## src/rtl/div_pkg.sv

```systemverilog
// Shared constants for the iterative divider: default width and FSM state encoding.
package div_pkg;

  localparam int unsigned DIV_WIDTH = 32;

  localparam logic [1:0] S_IDLE = 2'd0;
  localparam logic [1:0] S_BUSY = 2'd1;
  localparam logic [1:0] S_DONE = 2'd2;

endpackage

```

## src/rtl/div_step.sv

```systemverilog
// One restoring shift-subtract iteration on magnitudes (purely combinational).
module div_step
  import div_pkg::*;
#(
  parameter int unsigned WIDTH = DIV_WIDTH
) (
  input  logic [WIDTH-1:0] rem,
  input  logic [WIDTH-1:0] quo,
  input  logic [WIDTH-1:0] dvs,
  output logic [WIDTH-1:0] rem_next,
  output logic [WIDTH-1:0] quo_next
);

  logic [WIDTH:0] shifted;
  logic [WIDTH:0] diff;

  // Borrow out of the trial subtract means the divisor did not fit: restore.
  always_comb begin
    shifted  = {rem, quo[WIDTH-1]};
    diff     = shifted - {1'b0, dvs};
    quo_next = {quo[WIDTH-2:0], ~diff[WIDTH]};
    rem_next = diff[WIDTH] ? shifted[WIDTH-1:0] : diff[WIDTH-1:0];
  end

endmodule

```

## src/rtl/div_ctrl.sv

```systemverilog
// Multi-cycle DIV/DIVU unit for the E stage: stalls the pipe while iterating,
// pulses result_valid for one cycle with quotient on lo_out and remainder on hi_out.
module div_ctrl
  import div_pkg::*;
#(
  parameter int unsigned WIDTH = DIV_WIDTH
) (
  input  logic             clk,
  input  logic             resetn,
  input  logic             div_startE,
  input  logic             signed_divE,
  input  logic [WIDTH-1:0] aE,
  input  logic [WIDTH-1:0] bE,
  input  logic             cancel,
  output logic             stall_divE,
  output logic             div_busy,
  output logic             result_valid,
  output logic [WIDTH-1:0] lo_out,
  output logic [WIDTH-1:0] hi_out
);

  localparam int unsigned CNT_W = $clog2(WIDTH) + 1;

  logic [1:0]       state, state_n;
  logic [CNT_W-1:0] cnt, cnt_n;
  logic [WIDTH-1:0] rem, rem_n;
  logic [WIDTH-1:0] quo, quo_n;
  logic [WIDTH-1:0] dvs, dvs_n;
  logic             neg_q, neg_q_n;
  logic             neg_r, neg_r_n;
  logic [WIDTH-1:0] lo_n, hi_n;
  logic             valid_n;
  logic [WIDTH-1:0] a_abs, b_abs;
  logic [WIDTH-1:0] step_rem, step_quo;

  div_step #(.WIDTH(WIDTH)) u_step (
    .rem      (rem),
    .quo      (quo),
    .dvs      (dvs),
    .rem_next (step_rem),
    .quo_next (step_quo)
  );

  assign a_abs = (signed_divE && aE[WIDTH-1]) ? -aE : aE;
  assign b_abs = (signed_divE && bE[WIDTH-1]) ? -bE : bE;

  // Hazard-unit handshake; forced low in reset and when the pipe is flushed.
  assign stall_divE = resetn & ~cancel &
                      (((state == S_IDLE) & div_startE) | (state == S_BUSY));
  assign div_busy   = resetn & (state != S_IDLE);

  always_ff @(posedge clk) begin
    if (!resetn) begin
      state        <= S_IDLE;
      cnt          <= '0;
      rem          <= '0;
      quo          <= '0;
      dvs          <= '0;
      neg_q        <= 1'b0;
      neg_r        <= 1'b0;
      result_valid <= 1'b0;
      lo_out       <= '0;
      hi_out       <= '0;
    end else begin
      state        <= state_n;
      cnt          <= cnt_n;
      rem          <= rem_n;
      quo          <= quo_n;
      dvs          <= dvs_n;
      neg_q        <= neg_q_n;
      neg_r        <= neg_r_n;
      result_valid <= valid_n;
      lo_out       <= lo_n;
      hi_out       <= hi_n;
    end
  end

  always_comb begin
    state_n = state;
    cnt_n   = cnt;
    rem_n   = rem;
    quo_n   = quo;
    dvs_n   = dvs;
    neg_q_n = neg_q;
    neg_r_n = neg_r;
    lo_n    = lo_out;
    hi_n    = hi_out;
    valid_n = 1'b0;

    case (state)
      S_IDLE: begin
        if (div_startE) begin
          if (bE == '0) begin
            state_n = S_DONE;
            valid_n = 1'b1;
            lo_n    = '1;
            hi_n    = aE;
          end else begin
            state_n = S_BUSY;
            cnt_n   = '0;
            rem_n   = '0;
            quo_n   = a_abs;
            dvs_n   = b_abs;
            neg_q_n = signed_divE & (aE[WIDTH-1] ^ bE[WIDTH-1]);
            neg_r_n = signed_divE & aE[WIDTH-1];
          end
        end
      end
      S_BUSY: begin
        rem_n = step_rem;
        quo_n = step_quo;
        cnt_n = cnt + CNT_W'(1);
        // Last iteration: sign-correct and publish straight from the step outputs.
        if (cnt == CNT_W'(WIDTH - 1)) begin
          state_n = S_DONE;
          valid_n = 1'b1;
          lo_n    = neg_q ? -step_quo : step_quo;
          hi_n    = neg_r ? -step_rem : step_rem;
        end
      end
      S_DONE:  state_n = S_IDLE;
      default: state_n = S_IDLE;
    endcase

    if (cancel) begin
      state_n = S_IDLE;
      valid_n = 1'b0;
      lo_n    = lo_out;
      hi_n    = hi_out;
    end
  end

endmodule
```

## config.mk

```make
export PLATFORM = sky130hd
export DESIGN_NAME = div_ctrl
export DESIGN_NICKNAME = d
export VERILOG_FILES = /design/src/rtl/div_pkg.sv /design/src/rtl/div_step.sv /design/src/rtl/div_ctrl.sv
export SDC_FILE = /design/constraint.sdc
export NUM_CORES = 1
export LEC_CHECK = 0
export ABC_CLOCK_PERIOD_IN_PS = 16050
export BUFFER_PORTS_ARGS = -buffer_cell sky130_fd_sc_hd__buf_4
export CAP_MARGIN = 15
export CORE_ASPECT_RATIO = 0.9
export CORE_MARGIN = 4
export CORE_UTILIZATION = 60
export CTS_CLUSTER_DIAMETER = 40
export DETAILED_ROUTE_END_ITERATION = 10
export PLACE_DENSITY = 0.82
export SYNTH_ARGS = -nofsm -noshare
export SYNTH_HDL_FRONTEND = slang
export SYNTH_SLANG_ARGS = --single-unit
```

## constraint.sdc

```tcl
create_clock -name clk -period 16.05 [get_ports clk]
set_input_delay 0.8025 -clock clk [delete_from_list [all_inputs] [get_ports clk]]
set_output_delay 0.8025 -clock clk [all_outputs]
set_load 0.03 [all_outputs]
```

# --- After elaboration in Yosys (flattened, before gate mapping) ---
# Cells that the tools add are included.
word_totals:
  output_inout_bits: 67
  inputBits: 69
  register_bits: 171
  wordCells: 75
classes:
  mux: 30
  reduce_logical: 11
  addsub: 6
  eq_ne: 6
  bitwise: 12
op_table:
  columns: ["op", "count"]
  rows:
  - ["$mux 32", 15]
  - ["$pmux 32 s2", 4]
  - ["$neg 32->32", 4]
  - ["$sub 33x32->33", 1]
  - ["$logic_not 32->1", 1]
  - ["$mux 6", 2]
  - ["$pmux 6 s2", 1]
  - ["$add 6x1->6 const B", 1]
  - ["$and 1x1->1", 6]
  - ["$eq 6x5->1 const B", 1]
  - ["$mux 2", 3]
  - ["$reduce_and 3->1", 2]
  - ["$reduce_and 5->1", 1]
  - ["$ne 2x1->1 const B", 2]
  - ["$ne 2x2->1 const B", 2]
  - ["$not 1->1", 4]
  - ["$pmux 2 s2", 1]
  - ["$reduce_bool 2->1", 2]
  - ["$mux 1", 3]
  - ["$eq 2x1->1 const B", 1]
  - ["$logic_and 1x1->1", 2]
  - ["$logic_not 2->1", 1]
  - ["$pmux 1 s2", 1]
  - ["$reduce_and 2->1", 1]
  - ["3 further kinds", 3]

# --- Depth between registers and ports, before layout ---
depth:
  word_depth: 6
  ltp_mapped: 26

# --- Hierarchy ---
# From an unflattened synthesis, not the netlist that was laid out.
hier_totals:
  cells_unflattened: 1481
  hier_area_um2: 12065.3
by_module_without_submodules:
  columns: ["module", "area_per_inst_um2", "n_inst", "cells_per_inst", "seq_area_each_um2"]
  rows:
  - ["div_ctrl", 9474.1, 1, 1145, 3423.3]
  - ["div_step", 2591.2, 1, 336, 0.0]

# --- Worst setup path before layout ---
# Ideal clock, no wire load.
synth_path:
  kind: "register to register"
  from: "reg quo[31]"
  to: "reg hi_out[26]"
  stages_incl_launch_ff: 22
  t_arrival_ns: 5.690
  setup_slack_ns: 10.265
  setup_time_ns: 0.095
  synth_period_minus_slack_ns: 5.785
  path_buffers: 2
  cell_sequence: "dfxtp_1 -> inv_1 -> ha_1 -> inv_1 -> fa_1 -> a211oi_1 -> o211ai_2 -> nand4b_1 -> a2111oi_4 -> o31a_1 -> nor2_1 -> clkbuf_1 -> buf_1 -> mux2i_1 -> ha_1 -> or4b_2 -> or4_1 -> mux2_2 -> or4_1 -> o21ai_1 -> xnor2_1 -> a221oi_1"
synth_between:
  elab_chain_cells: 6
synth_rtl:
  columns: ["element", "line_no", "text"]
  rows:
  - ["from (decl)", "div_ctrl.sv:27", "logic [WIDTH-1:0] quo, quo_n;"]
  - ["from (signal assigned)", "div_ctrl.sv:68", "quo <= quo_n;"]
  - ["$sub 33x32->33", "div_step.sv:20", "diff = shifted - {1'b0, dvs};"]
  - ["$mux 32 *", "div_step.sv:22", "rem_next = diff[WIDTH] ? shifted[WIDTH-1:0] : diff[WIDTH-1:0];"]
  - ["$neg 32->32", "div_ctrl.sv:118", "hi_n = neg_r ? -step_rem : step_rem;"]
  - ["$mux 32 *", "div_ctrl.sv:118", null]
  - ["$mux 32 *", "div_ctrl.sv:114", "if (cnt == CNT_W'(WIDTH - 1)) begin"]
  - ["$pmux 32 s2 *", "div_ctrl.sv:90", "case (state)"]
  - ["to (signal assigned)", "div_ctrl.sv:74", "hi_out <= hi_n;"]
  - ["to (decl)", "div_ctrl.sv:19", "output logic [WIDTH-1:0] hi_out"]
# Every way passes the cells marked *; elsewhere a longest branch is shown, timed or not. The select of a mux whose other input is x is not followed.
# A chain may end at the register's enable or synchronous reset.

# --- Worst setup path after layout ---
layout_path:
  from: "reg quo[31]"
  to: "reg hi_out[20]"
# The elaborated chain is that of the path after synthesis.

==> impl_metrics.py <==
metrics = {
    "synth": {
        "synth_nets": 1685,
        "synth.cell_area_mm2": 0.0118,
        "yosysWarnings": 0,
        "synth_edf_count": 0,
        "synth_common_cells": "nor2_1 (183), dfxtp_1 (171), nand2_1 (171), a21oi_1 (162), o21ai_0 (116)",
        "synth.top_cell.area_share": 0.290,
        "synth_most_common_cell": "nor2_1",
        "ys_ff_latch": 171,
        "ys_async_sr_fraction": 0,
        "ys.flop_type": "dfxtp_1",
        "avgSynthCellArea_um2": 7.47,
        "synth_area_leader_cell": "dfxtp_1",
        "synth_area_leaders": "dfxtp_1 (29%), a21oi_1 (6.9%), xor2_1 (6.3%)",
        "synth.distinct_cells": 76,
        "yosysSeqAreaShare": 0.290,
        "syn_inst": 1578,
    },
    "route": {
        "route.final.wire_length_um": 35000,
        "highest_layer": "met4",
        "dr_wl_met2_um": 15600,
        "dr.pass1.iters": 6,
        "initialDrtViolationCount": 1129,
        "routed-via-count": 12200,
        "wl_met1_um": 15500,
        "wl_per_cell_um": 18.3,
        "ant_nets": 0,
        "vias_per_cell": 6.39,
        "post-route-drc-count": 0,
        "wl_met3_um": 3040,
    },
    "power_and_ir_drop": {
        "pwr-share-comb": 0.210,
        "clkPwrFrac": 0.392,
        "power_frac_seq": 0.398,
        "p_int_mw": 0.789,
        "netSwitchingFraction": 0.322,
        "ir_drop_mv": 0.0650,
        "leakage_nw": 5.42,
        "powerDensity_mw_per_mm2": 86.4,
        "p_switching_mw": 0.376,
    },
    "clock_network": {
        "clk_pin_slew_ns": 0.07,
        "tritoncts": "yes",
        "cts_root_buffer": "clkbuf_16",
        "clock-sinks": 171,
        "cts-hold-fix-buffers": 0,
        "post-cts-setup-buffers": 0,
        "post_cts_resized": 0,
        "cts.path.max_buffers": 2,
        "insertion_delay_ns": 0.44,
        "htree_levels": 4,
        "cts_buffers": 17,
    },
    "timing": {
        "skew_ns": 0.0153,
        "worst_slew_pin_slew_ns": 1.08,
        "final_max_slew_viol_count": 0,
        "setup-violations-final": 0,
        "period_minus_slack_ns": 6.45,
        "maxSlewHeadroom": 0.278,
        "fmax_ghz": 0.155,
        "rsz0062_at_grt": "false",
        "period_share": 0.402,
        "tns_ns": 0,
        "hold_viol": 0,
    },
    "outcome": {
        "status": "finished, final reports clean",
    },
    "layout": {
        "syn_to_final_growth_pct": 14.3,
        "multi_input_area_mm2": 0.00782,
        "regArea_mm2": 0.00342,
        "n_fill_cell": 1658,
        "layout-drive-gt1-share": 0.132,
        "final_cells": 1907,
        "fin_nets": 1751,
        "antennaDiodeCount": 0,
    },
    "floorplan": {
        "die_y_um": 141,
        "std_cell_rows": 48,
        "io_pins": 136,
        "coreArea_mm2": 0.0192,
        "start_util": 0.614,
        "die_area_mm2": 0.0220,
        "dieWidth_um": 156,
    },
    "critical_path": {
        "cp_cell_sequence": "inv_1 -> ha_1 -> inv_1 -> fa_1 -> a211oi_1 -> o211ai_2 -> nand4b_1 -> a2111oi_4 -> o31a_1 -> nor2_4 -> inv_2 -> nor2_1 -> a21oi_1 -> ha_1 -> or4b_2 -> or4_1 -> o31ai_1 -> nand2_1 -> o21ai_0 -> xnor2_1 -> a2111oi_1",
        "worstPathArrival_ns": 6.76,
        "crit_required_ns": 16.36,
        "path_buf_inv": 3,
        "path_class": "reg2reg",
        "crit_family": "compound AO/OA/AOI/OAI gates",
        "max_stage_delay_ns": 0.65,
        "reg2reg_slack_ns": 9.60,
        "start_kind": "register",
        "path_max_fanout": 34,
        "end_kind": "register",
        "slowest_stage": "or4b_2",
    },
    "grt": {
        "antenna_found_initial": 0,
        "gr-total-overflow": 0,
        "grt_usage": 0.311,
        "grt_pass1_vias": 10900,
        "grt_start_max_net_pins": 82,
        "grt_pass1_wl_um": 56400,
    },
    "placement": {
        "place_inst": 1874,
        "detailed_place_hpwl_um": 25200,
        "globalplace.congestion": 0.947,
        "portBuffers": 135,
    },
    "run": {
        "cap_violations": 0,
    },
    "hold_path": {
        "holdCritPathClass": "reg2reg",
    },
}
final cells by class:
cell class,count,area share
Multi-Input combinational cell,1260,0.580
Clock buffer,17,0.0315
Inverter,48,0.0135
Tap cell,250,0.0232
Clock inverter,15,0.0162
Timing Repair Buffer,146,0.0818
Sequential cell,171,0.254
final timing paths:
| kind | endpoint | start | cells after the start |
|---|---|---|---|
| hold / removal | dvs[18] | dvs[18] | 2 |
| hold reg to reg | dvs[18] | dvs[18] | 2 |
| setup / recovery | hi_out[20] | quo[31] | 21 |
| setup reg to reg | hi_out[20] | quo[31] | 21 |
tightest hold or removal path: cells and delay by family, from the launching register on:
family	cells	cell delay, ns
DFF	1	0.31
and+or+nand+nor	1	0.05
AOI/OAI and AO/OA	1	0.05
power groups by stage:
stage               combinational, mW  clock, mW  sequential, mW
floorplan                       0.158          0           0.478
global placement                0.236          0           0.472
detailed placement              0.238          0           0.473
CTS                             0.241      0.460           0.463
global route                    0.269      0.480           0.466
finish                          0.244      0.457           0.464
cells in the final DEF, fill, tap and decap left out, types with 20 or more instances in the layout:
cell type and instances:
a211oi_1 43, a21oi_1 162, buf_4 145, dfxtp_1 171
ha_1 37, inv_1 46, nand2_1 171, nand3_1 20
nor2_1 181, nor3_1 35, o211ai_1 31, o21ai_0 116
o31ai_1 29, or3_1 23, xnor2_1 50, xor2_1 85
per-stage QoR:
step | instance area [um^2] | total power, mW | setup slack, ns | util | hold WS [ns]
2_1_floorplan | 11800 | 0.636 | 10.26 | - | 0.432
3_3_place_gp | 12800 | 0.708 | 10.16 | 0.667 | 0.444
3_5_place_dp | 12800 | 0.711 | 9.85 | 0.667 | 0.453
4_1_cts | 13500 | 1.16 | 9.76 | 0.701 | 0.462
5_1_grt | 13500 | 1.21 | 9.06 | 0.702 | 0.489
6_report | 13500 | 1.16 | 9.60 | 0.702 | 0.457
flip-flops by register name, summed over array words and instances (netlist names):
register      flops
lo_out           32
neg_q             1
state             2
hi_out           32
cnt               6
quo              32
result_valid      1
neg_r             1
rem              32
dvs              32
per-layer routing:
metal,track usage,up-vias
met5,0,-
li1,-,5842
met4,0.0898,0
met2,0.470,589
met1,0.456,5681
met3,0.0506,75
kinds of logic after synthesis:
kind of cell               after synthesis  share of synthesized area
buffers and inverters                  147                     0.0498
adders and majority gates               38                     0.0410
DFF                                    171                      0.290
AOI/OAI and AO/OA                      513                      0.276
and+or+nand+nor                        546                      0.218
xor gates and xnor gates               135                      0.100
muxes                                   28                     0.0247
(Power assumes the default switching activity.)
